[src/rtl/msg_validator_fsm.sv]
// msg_validator_fsm
//
// Sits after the RC4 decryption stage. When the master raises start, it scans
// the decrypted message one byte per cycle and accepts only lowercase letters
// and space, stopping at the first illegal byte. A fully legal message is
// copied into the result RAM with a three-cycle write handshake per byte
// (setup / write / disable). The verdict is then presented on done/valid/bad_index
// until the master drops start.
//
// Ports:
//   clk             rising-edge clock
//   reset           synchronous, active-high; every output returns to 0
//   start           request level from the master
//   decrypted_input MSG_DEP bytes of plaintext; held stable from start until done
//   address_out     result RAM address
//   data_out        result RAM write data
//   enable_write    result RAM write enable; one-cycle pulse per byte
//   valid           1 = whole message legal (meaningful while done=1)
//   bad_index       index of the first illegal byte; 0 when valid=1
//   done            verdict ready; held until start drops
//
// All outputs are registers. Each output takes the value belonging to the
// state being entered, so address/data are already settled in COPY_SETUP and
// stay put through COPY_DIS around the single-cycle write pulse.

module msg_validator_fsm #(
  parameter int unsigned              MSG_DEP    = 32,
  parameter int unsigned              MSG_WIDTH  = 8,
  parameter logic [MSG_WIDTH-1:0]     LOW_CHAR   = 8'h61,
  parameter logic [MSG_WIDTH-1:0]     HIGH_CHAR  = 8'h7A,
  parameter logic [MSG_WIDTH-1:0]     SPACE_CHAR = 8'h20,
  localparam int unsigned             KW         = (MSG_DEP > 1) ? $clog2(MSG_DEP) : 1
) (
  input  logic                                clk,
  input  logic                                reset,
  input  logic                                start,
  input  logic [MSG_DEP-1:0][MSG_WIDTH-1:0]   decrypted_input,
  output logic [KW-1:0]                       address_out,
  output logic [MSG_WIDTH-1:0]                data_out,
  output logic                                enable_write,
  output logic                                valid,
  output logic [KW-1:0]                       bad_index,
  output logic                                done
);

  typedef enum logic [2:0] {
    StIdle,
    StCheck,
    StCopySetup,
    StCopyWrite,
    StCopyDis,
    StDone
  } state_e;

  state_e              state;
  logic [KW-1:0]       k;
  // start is registered before IDLE acts on it: the edge that samples start=1
  // arms the launch, and the following edge enters CHECK at byte 0.
  logic                start_q;

  logic [MSG_WIDTH-1:0] cur_byte;
  logic                 cur_legal;
  logic                 k_last;
  logic [KW-1:0]        k_inc;

  always_comb begin
    cur_byte  = decrypted_input[k];
    // Unsigned comparisons over the full byte width.
    cur_legal = ((cur_byte >= LOW_CHAR) && (cur_byte <= HIGH_CHAR)) ||
                (cur_byte == SPACE_CHAR);
    // Bound is tested before incrementing, so k never wraps.
    k_last    = (k == KW'(MSG_DEP - 1));
    k_inc     = k + KW'(1);
  end

  always_ff @(posedge clk) begin
    if (reset) begin
      state        <= StIdle;
      k            <= '0;
      start_q      <= 1'b0;
      address_out  <= '0;
      data_out     <= '0;
      enable_write <= 1'b0;
      valid        <= 1'b0;
      bad_index    <= '0;
      done         <= 1'b0;
    end else begin
      start_q <= start;
      case (state)
        StIdle: begin
          k            <= '0;
          valid        <= 1'b0;
          bad_index    <= '0;
          done         <= 1'b0;
          enable_write <= 1'b0;
          if (start_q) begin
            state <= StCheck;
          end
        end

        StCheck: begin
          if (!cur_legal) begin
            bad_index <= k;
            valid     <= 1'b0;
            done      <= 1'b1;
            state     <= StDone;
          end else if (k_last) begin
            // Whole message legal: load byte 0 for the copy on the way in.
            valid        <= 1'b1;
            k            <= '0;
            address_out  <= '0;
            data_out     <= decrypted_input[0];
            enable_write <= 1'b0;
            state        <= StCopySetup;
          end else begin
            k <= k_inc;
          end
        end

        StCopySetup: begin
          enable_write <= 1'b1;
          state        <= StCopyWrite;
        end

        StCopyWrite: begin
          enable_write <= 1'b0;
          state        <= StCopyDis;
        end

        StCopyDis: begin
          enable_write <= 1'b0;
          if (k_last) begin
            done  <= 1'b1;
            state <= StDone;
          end else begin
            k           <= k_inc;
            address_out <= k_inc;
            data_out    <= decrypted_input[k_inc];
            state       <= StCopySetup;
          end
        end

        StDone: begin
          // Master acknowledges by dropping start; verdict clears on the same edge.
          if (!start) begin
            k         <= '0;
            valid     <= 1'b0;
            bad_index <= '0;
            done      <= 1'b0;
            state     <= StIdle;
          end
        end

        default: begin
          enable_write <= 1'b0;
          state        <= StIdle;
        end
      endcase
    end
  end

endmodule

[config.mk]
export PLATFORM = sky130hd
export DESIGN_NAME = msg_validator_fsm
export DESIGN_NICKNAME = d
export VERILOG_FILES = /design/src/rtl/msg_validator_fsm.sv
export SDC_FILE = /design/constraint.sdc
export NUM_CORES = 1
export LEC_CHECK = 0
export ABC_AREA = 1
export CAP_MARGIN = 10
export CORE_ASPECT_RATIO = 1.75
export CORE_MARGIN = 5
export CORE_UTILIZATION = 40
export DETAILED_ROUTE_END_ITERATION = 7
export HOLD_SLACK_MARGIN = 0.02
export PLACE_DENSITY = 0.77
export SYNTH_ARGS = -nofsm -noshare
export SYNTH_HDL_FRONTEND = slang
export SYNTH_SLANG_ARGS = --single-unit
[constraint.sdc]
create_clock -name clk -period 2.3 [get_ports clk]
set_input_delay 0.345 -clock clk [delete_from_list [all_inputs] [get_ports clk]]
set_output_delay 0.345 -clock clk [all_outputs]
set_load 0.01 [all_outputs]
==> results.json, run 1 <==
{
  "grt_pass1_vias": 9700,
  "critPathMaxFanout": 6,
  "hold_path.class": "reg -> reg",
  "ys_ff_latch": 30,
  "viasPerCell": 5.95,
  "coreArea_um2": 15500,
  "grt_max_degree": 40,
  "fin_ws_ns": -0.207,
  "cts-root-buf": "clkbuf_16",
  "slowest_delay_ns": 0.44,
  "synth.largest_area_cell": "nand2_1",
  "rows": 60,
  "cellLeakagePower_uw": 0.00481,
  "fmax_mhz": 399,
  "path_clk_slew_ns": 0.05,
  "max-vdd-ir-drop_mv": 0.728,
  "synth_flop_cell": "dfxtp_1",
  "tns_ns": -3.81,
  "path_buf_inv": 4,
  "syn_area_um2": 6320,
  "start_util_pct": 40.8,
  "synth_compound_area_share_pct": 17.8,
  "yosysUniqueCellTypes": 32,
  "dr.pass1.iters": 8,
  "drtIter0Drc": 897,
  "synth-adder-area-share_pct": 0.396,
  "rsz0062_at_grt": "yes",
  "critical_path_class": "reg -> reg",
  "grt_overflow_total": 0,
  "path_common_cell": "nand2_1",
  "die_w_um": 105,
  "synth_nets": 1460,
  "antenna_left": 0,
  "syn2layout_area_growth_pct": 77.8,
  "ys_warn_count": 0,
  "drc": 0,
  "htree_levels": 2,
  "critical_path.top_delay_family": "simple AND/OR/NAND/NOR gates",
  "crit_path_end_kind": "register",
  "vias": 10138,
  "synth_top_family_by_area": "simple AND/OR/NAND/NOR gates",
  "yosysMostFrequentCell": "nand2_1",
  "yosys-top-cells-count": "nand2_1, nand3_1, nor2_1",
  "hold_viol": 0,
  "setup-violations-final": 29,
  "synthArstFlopShare_pct": 0,
  "dp_hpwl_mm": 23.9,
  "synth_area_per_cell_um2": 5.27,
  "drv_cap": 0,
  "cp.required_ns": 2.51,
  "synth-edff-count": 0,
  "power-per-cell-area_nw_per_um2": 1060,
  "finalCriticalPeriod_ns": 2.51,
  "grt_usage_pct": 33.3,
  "pin_count": 280,
  "antenna_found_initial": 2,
  "synth-seq-area-share_pct": 9.51,
  "clock_latency_ns": 0.28,
  "synth.area.top_cells": "nand2_1, nand3_1, dfxtp_1",
  "violations": "setup timing",
  "start_kind": "register",
  "cts_hold_buf": 0,
  "worst_pin_slew_ns": 0.663,
  "synth_simple_gate_area_share_pct": 51.4,
  "die_area_um2": 18500,
  "clock_path_buffers": 2,
  "relSlewSlack_pct": 55.7,
  "clock-sinks": 30,
  "path_cells": "buf_8 -> inv_12 -> buf_12 -> nand2_2 -> nand3_2 -> nand3_2 -> nand2_1 -> nand2_1 -> nand3_1 -> nand2_2 -> nand3_2 -> o21ai_4 -> nand3_4 -> nand2_8 -> buf_12 -> nand3_4 -> nand2_1 -> nand2_1 -> nor2_1",
  "routed_wl_mm": 34.1,
  "fin_skew_ns": 0.00363,
  "cp_slowest_cell": "dfxtp_4",
  "post-route-period-util_pct": 109,
  "synth_top_cell_area_share_pct": 22.6,
  "cts_buffers": 5,
  "drive_above_1_share_pct": 16.6,
  "synth_mux_area_share_pct": 7.92,
  "cts_tree": "built",
  "syn_inst": 1199,
  "drv_slew": 0,
  "nets": 1776,
  "crit_arrival_ns": 2.72,
  "fill_cells": 1310,
  "gp_congestion": 0.918,
  "synth_xor_area_share_pct": 0.396,
  "dieHeight_um": 176,
  "wl_per_cell_um": 20.0,
  "status": "finished, violations left",
  "placement.io_buffers": 279,
  "grt_pass1_wl_mm": 50.6,
  "fin_worst_hold_slack_ns": 0.472
}
metrics by stage:
step | power, uW | util (%) | std cells | setup WS, ns | instance area, um^2
global route | 12600 | 72.6 | 1704 | -0.353 | 11200
finish | 11900 | 72.6 | 1704 | -0.207 | 11200
detailed placement | 8890 | 63.6 | 1652 | -0.270 | 9830
global placement | 8820 | 63.6 | 1652 | -0.245 | 9830
floorplan | 5780 | - | 1199 | 0.0536 | 6320
CTS | 10500 | 68.3 | 1682 | -0.103 | 10600
state kept, by name, indices dropped and copies added, names as in the netlist:
| signal | flops |
|---|---|
| start_q | 1 |
| k | 5 |
| done | 1 |
| bad_index | 5 |
| valid | 1 |
| address_out | 5 |
| enable_write | 1 |
| state | 3 |
| data_out | 8 |
tightest hold or removal path: stages, from the launching register on:
cell	delay (ns)
dfxtp_1	0.31
nand2_1	0.06
a21oi_1	0.05
report_power, final:
group / total [uW] / internal, uW / switching, uW
Sequential: 795 / 663 / 132
Combinational: 10400 / 4490 / 5900
Clock: 666 / 429 / 238
cell type report:
type | instances | area, um^2 | area share [%]
clock inverter | 1 | 5.00 | 0.0446
timing repair buffer | 407 | 4510 | 40.1
antenna | 2 | 5.00 | 0.0446
timing repair inverter | 2 | 27.5 | 0.245
clock buffer | 7 | 143 | 1.27
multi-input combinational | 992 | 5400 | 48.1
sequential | 30 | 607 | 5.40
tap | 186 | 233 | 2.07
inverter | 77 | 305 | 2.72
final timing paths:
kind / start / end / slack (ns) / depth (start not counted)
min: bad_index[3] / bad_index[3] / 0.47 / 2
max: k[0] / k[0] / -0.21 / 19
max reg2reg: k[0] / k[0] / -0.21 / 19
min reg2reg: bad_index[3] / bad_index[3] / 0.47 / 2
layer usage:
layer	share of wire (%)	up-vias	track usage (%)
li1	-	4731	-
met1	34	4576	36.2
met2	51	655	59.6
met3	8.2	176	4.98
met4	6.9	0	20.6
met5	0	-	0
placed cells by master, fill, tap and decap left out, types with 3 or more instances in the layout:
cell,n
a21oi_1,30
o221ai_1,50
buf_6,8
buf_12,26
nor2_2,4
buf_4,70
clkdlybuf4s50_1,279
inv_1,68
o311ai_0,4
a21oi_2,3
inv_2,6
o21ai_1,3
bufbuf_16,3
nand3_1,200
buf_8,3
nor3_1,3
nor2_1,108
clkbuf_16,12
o21ai_0,68
nand2_4,4
nand2_1,342
nand2_2,34
buf_16,9
nand3_4,4
nand3_2,43
dfxtp_1,27
nand4_1,18
o211ai_1,11
mux2i_1,49
logic make-up after synthesis:
logic type,Yosys count
AND/OR/NAND/NOR,762
buffers and inverters,178
AO/OA/AOI/OAI,175
multiplexers,50
flip-flops,30
XOR/XNOR,2
adder cells (fa/ha/maj),2
repair_timing:
item / CTS / global route
resized for setup: 54 / 94
setup endpoints to repair: 27 / 29
setup buffers: 9 / 12
gates cloned: 13 / 8
pin swaps: 9 / 37
Note: power is estimated with default switching activity, not from simulation.
==> inputs of run 2 (changes only) <==
--- a/config.mk
+++ b/config.mk
@@ -6,7 +6,7 @@
 export NUM_CORES = 1
 export LEC_CHECK = 0
 export ABC_AREA = 1
-export CAP_MARGIN = 10
+export CAP_MARGIN = 20
 export CORE_ASPECT_RATIO = 1.75
 export CORE_MARGIN = 5
 export CORE_UTILIZATION = 40
==> results of run 2 <==
The final DEF is identical to that of run 1; final timing and power are the same.
